**config.mk**
```make
export PLATFORM = sky130hd
export DESIGN_NAME = pipe_mux_reg
export DESIGN_NICKNAME = d
export VERILOG_FILES = /design/src/rtl/pipe_mux_reg.sv
export SDC_FILE = /design/constraint.sdc
export NUM_CORES = 1
export LEC_CHECK = 0
export ABC_CLOCK_PERIOD_IN_PS = 1500
export CORE_MARGIN = 8
export CORE_UTILIZATION = 39
export CTS_CLUSTER_DIAMETER = 120
export DETAILED_ROUTE_END_ITERATION = 8
export PLACE_DENSITY = 0.77
export SLEW_MARGIN = 10
export SYNTH_ARGS = -nofsm -noshare
export SYNTH_HDL_FRONTEND = slang
export SYNTH_SLANG_ARGS = --single-unit
```
**constraint.sdc**
```tcl
create_clock -name CLOCK -period 1.5 [get_ports CLOCK]
set_input_delay 0.15 -clock CLOCK [delete_from_list [all_inputs] [get_ports CLOCK]]
set_output_delay 0.15 -clock CLOCK [all_outputs]
set_load 0.005 [all_outputs]
```
**src/rtl/pipe_mux_reg.sv**
```systemverilog
// rtl/pipe_mux_reg.sv - N:1 select stage with registered output and 2-entry skid buffer.
// Optional PIPE_MUX_SEL_ERR_EN: discard out-of-range beats and flag them on sel_err.
module pipe_mux_reg #(
  parameter int WIDTH  = 16,
  parameter int NUM_IN = 4,
  parameter int SEL_W  = 2,
  parameter int CNT_W  = 16
) (
  input  logic                    CLOCK,
  input  logic                    CLEAR_N,
  input  logic                    in_valid,
  output logic                    in_ready,
  input  logic [SEL_W-1:0]        in_sel,
  input  logic [NUM_IN*WIDTH-1:0] in_data,
  output logic                    out_valid,
  input  logic                    out_ready,
  output logic [WIDTH-1:0]        out_data,
  output logic [SEL_W-1:0]        out_sel,
  output logic [CNT_W-1:0]        beat_cnt
`ifdef PIPE_MUX_SEL_ERR_EN
  ,
  output logic                    sel_err
`endif
);

  typedef enum logic [1:0] {S_EMPTY, S_ONE, S_TWO} state_e;

  state_e             state_q, state_d;
  logic [WIDTH-1:0]   main_data_q, main_data_d;
  logic [SEL_W-1:0]   main_sel_q, main_sel_d;
  logic [WIDTH-1:0]   skid_data_q, skid_data_d;
  logic [SEL_W-1:0]   skid_sel_q, skid_sel_d;
  logic               in_ready_q, in_ready_d;
  logic [CNT_W-1:0]   cnt_q, cnt_d;
  logic [WIDTH-1:0]   beat_data;
  logic               accept, emit, take;

  // Out-of-range selects match no lane and fall through to zero.
  always_comb begin
    beat_data = '0;
    for (int k = 0; k < NUM_IN; k++) begin
      if (in_sel == SEL_W'(k)) beat_data = in_data[k*WIDTH +: WIDTH];
    end
  end

  assign accept = in_valid & in_ready_q;
  assign emit   = (state_q != S_EMPTY) & out_ready;

`ifdef PIPE_MUX_SEL_ERR_EN
  localparam logic [SEL_W:0] NUM_IN_W = (SEL_W+1)'(NUM_IN);
  logic sel_ok;
  logic sel_err_q;
  assign sel_ok  = ({1'b0, in_sel} < NUM_IN_W);
  assign take    = accept & sel_ok;
  assign sel_err = sel_err_q;

  always_ff @(posedge CLOCK) begin
    if (!CLEAR_N) sel_err_q <= 1'b0;
    else          sel_err_q <= accept & ~sel_ok;
  end
`else
  assign take = accept;
`endif

  always_comb begin
    state_d     = state_q;
    main_data_d = main_data_q;
    main_sel_d  = main_sel_q;
    skid_data_d = skid_data_q;
    skid_sel_d  = skid_sel_q;
    cnt_d       = cnt_q;
    if (take) cnt_d = cnt_q + CNT_W'(1);
    case (state_q)
      S_EMPTY: begin
        if (take) begin
          state_d     = S_ONE;
          main_data_d = beat_data;
          main_sel_d  = in_sel;
        end
      end
      S_ONE: begin
        if (take && emit) begin
          main_data_d = beat_data;
          main_sel_d  = in_sel;
        end else if (take) begin
          state_d     = S_TWO;
          skid_data_d = beat_data;
          skid_sel_d  = in_sel;
        end else if (emit) begin
          state_d = S_EMPTY;
        end
      end
      S_TWO: begin
        if (emit) begin
          state_d     = S_ONE;
          main_data_d = skid_data_q;
          main_sel_d  = skid_sel_q;
        end
      end
      default: state_d = S_EMPTY;
    endcase
    // Registered ready: derived from the next state, never from out_ready directly.
    in_ready_d = (state_d != S_TWO);
  end

  always_ff @(posedge CLOCK) begin
    if (!CLEAR_N) begin
      state_q     <= S_EMPTY;
      main_data_q <= '0;
      main_sel_q  <= '0;
      skid_data_q <= '0;
      skid_sel_q  <= '0;
      in_ready_q  <= 1'b1;
      cnt_q       <= '0;
    end else begin
      state_q     <= state_d;
      main_data_q <= main_data_d;
      main_sel_q  <= main_sel_d;
      skid_data_q <= skid_data_d;
      skid_sel_q  <= skid_sel_d;
      in_ready_q  <= in_ready_d;
      cnt_q       <= cnt_d;
    end
  end

  assign in_ready  = in_ready_q;
  assign out_valid = (state_q != S_EMPTY);
  assign out_data  = main_data_q;
  assign out_sel   = main_sel_q;
  assign beat_cnt  = cnt_q;

endmodule
```
==> results.toml <==
[floorplanning]
design.die.area_um2 = 9840
num_io_pins = 106
initial_utilization = 0.399
die_y_um = 99.2
rows = 30
core_region_area_um2 = 6760
die_w_um = 99.2

[detailed_routing]
routed_met2_length_um = 3960
detailroute.via_count = 2527
detailedRoute.firstPassIterationCount = 4
drc_errors = 0
drt_iter0_markers = 72
vias_per_cell = 5.21
detail_route.wl_per_cell_um = 15.7
routed_wire_length_um = 7630
drt.antenna.violating_nets = 0
highest_metal_layer_used_by_the_detailed_router = "met4"
route.met3.wl_um = 632
drt-met1-wl_um = 2970

[worst_setup_path]
critPathArrivalTime_ns = 1.73
crit_start_category = "register"
cp-end-kind = "register"
critPathSlowestCell = "sky130_fd_sc_hd__or4_4"
path_cells = "nand4_1 > or4_4 > buf_4 > o21ai_0 > a21boi_1"
critical_setup_path_class = "register to register"
cp.required_ns = 1.69
worst_path_largest_cell_delay_ns = 0.53
critical_path.max_fanout = 3

[run_status]
run_status = "finished with violations"
failing_checks = "negative setup slack"

[layout]
post_route_cells_drive_above_1_share = 0.200
layout.cells.non_filler = 485
layout.nets = 476
layout.cell_area.non_filler_um2 = 4310
n_antenna_cell = 0
fillers = 561
syn2layout_area_growth_pct = 59.8

[logic_synthesis]
avgSynthCellArea_um2 = 9.78
yosys-top-cells-count = "55 x sky130_fd_sc_hd__dfxtp_1, 42 x sky130_fd_sc_hd__nand2_1, 20 x sky130_fd_sc_hd__mux2i_1, 20 x sky130_fd_sc_hd__nor2b_1, 19 x sky130_fd_sc_hd__o21ai_0"
synth.lib_cells_used.distinct = 34
synthMostInstantiatedCell = "sky130_fd_sc_hd__dfxtp_1"
synth-async-reset-ratio = 0
number_of_flops_mapped_to_enable_cells_by_yosys = 0
post-synth-top-area-fraction = 0.408
netlist_area_um2 = 2700
synth_sequential_area_ratio = 0.408
synth.net_count = 347
netlist_instances = 276
synth_area_leaders = "sky130_fd_sc_hd__dfxtp_1 41%, sky130_fd_sc_hd__mux4_2 13%, sky130_fd_sc_hd__mux2i_1 7.4%, sky130_fd_sc_hd__nand2_1 5.8%, sky130_fd_sc_hd__nor2b_1 4.6%"
ys_seq_elements = 55
yosys_warnings = 0
ys.flop_type = "sky130_fd_sc_hd__dfxtp_1"
synthDominantAreaCellType = "sky130_fd_sc_hd__dfxtp_1"

[timing]
slew_violations = 0
final.hold.worst_slack_ns = 0.354
final_worst_slack_ns = -0.0420
slew-limit-headroom = 0.803
layout_worst_path_cycle_share = 1.03
fin_worst_skew_ns = 0.00457
timing.final.crit_period_ns = 1.54
setup-violations-final = 2
tightest_slew_ns = 0.295
unrepaired_setup_endpoints_after_global_routing = "true"
max_clock_freq_ghz = 0.648
finalHoldViolCount = 0

[power_and_ir_drop]
vdd.ir_drop.worst_v = 0.000394
leakagePower_nw = 1.61
cellPowerDensity_nw_per_um2 = 743
report.power.total_mw = 3.21

[cts]
cts.hold.buffers_added = 0
tritoncts = "yes"
cts_max_level = 2
cts_inserted_buffers = 5
clockRootBuffer = "sky130_fd_sc_hd__clkbuf_8"
clkSinkCount = 55
worst_skew_pair.late_latency_ns = 0.30
clockBufferDepth = 2
clk_pin_slew_worst_paths_ns = 0.09

[grt]
grt_pass1_vias = 2728
wire_length_of_the_first_global_routing_pass_um = 12400
grt-ovfl-total = 0
grt_start_max_net_pins = 28
grt_util_all_layers = 0.151
grt_antenna_before_repair = 0

[placed_design]
buffer_ports.inserted = 105
preCtsSetupSlack_ns = -0.362
number_of_placed_instances_with_taps_included = 474
gp_congestion = 0.813
detailed_place.area_um2 = 4090
place.detailed.hpwl_um = 5750

[run]
maxCapViolations = 0

[worst_hold_path]
timing.hold.worst.class = "input pin to register"
final cells by class:
class,count,area (um^2),share of cell area
clock buffers,7,97.6,0.0226
inverters,4,15.0,0.00348
well taps,80,100,0.0232
multi-input cells,198,1570,0.364
repair buffers,141,1420,0.328
flip-flops and latches,55,1110,0.259
cell usage in the layout, fill, tap and decap left out, types with 10 or more instances in the layout:
master                            Yosys  layout
sky130_fd_sc_hd__clkdlybuf4s50_1      0     100
sky130_fd_sc_hd__dfxtp_1             55      46
sky130_fd_sc_hd__nand2_1             42      42
sky130_fd_sc_hd__buf_4                1      29
sky130_fd_sc_hd__mux2i_1             20      20
sky130_fd_sc_hd__o21ai_0             19      19
sky130_fd_sc_hd__nor2b_1             20      19
sky130_fd_sc_hd__mux4_2              16      16
sky130_fd_sc_hd__a31oi_1             16      16
sky130_fd_sc_hd__and2_1              13      12
sky130_fd_sc_hd__xnor2_1             10      10
layer usage:
metal | vias up | GRT usage
li1 | 1244 | -
met1 | 1187 | 0.157
met2 | 89 | 0.279
met3 | 7 | 0.0580
met4 | 0 | 0.0349
met5 | - | 0
where the power goes:
part           internal, mW  leakage, nW  switching [mW]
sequential             1.54        0.453          0.0423
clock                 0.423       0.0495           0.456
combinational         0.489         1.11           0.259
worst max-delay path, delay by kind of cell, from the launching register on:
kind	cells	cell delay, ns
buffers and inverters	1	0.16
AND/OR/NAND/NOR	2	0.68
flip-flops	1	0.34
AO/OA/AOI/OAI	2	0.25
what timing repair did:
action,CTS,global route
gates resized for setup,8,16
setup buffers,1,1
cloned,0,2
pin swaps,4,6
setup endpoints to repair,25,30
sequential cells by signal, summed over array words and instances (netlist names):
register and cells:
beat_cnt 16, out_data 16, skid_data_q 16, in_ready 1, state_q 2, out_sel 2, skid_sel_q 2
through the flow:
step	TNS, ns	util
2_1_floorplan	-0.0355	-
3_3_place_gp	-11.05	0.605
3_5_place_dp	-11.71	0.605
4_1_cts	-0.286	0.621
5_1_grt	-0.315	0.638
6_report	-0.0781	0.638
cells by family (layout without fill, tap and decap cells):
kind of cell	Yosys count	after routing	synth area share
xor+xnor	11	11	0.0357
flops	55	55	0.408
buf+inv	23	152	0.0348
simple gates	105	105	0.206
compound gates	45	45	0.103
fa+ha+maj	1	1	0.00464
mux	36	36	0.208
final timing paths:
path                         from  slack (ns)  cells after the start           end
setup / recovery      beat_cnt[6]       -0.04                      5  beat_cnt[13]
hold / removal           in_valid        0.35                      4   beat_cnt[1]
hold reg to reg   skid_data_q[15]        0.48                      2  out_data[15]
setup reg to reg      beat_cnt[6]       -0.04                      5  beat_cnt[13]
Note: power is estimated with default switching activity, not from simulation.
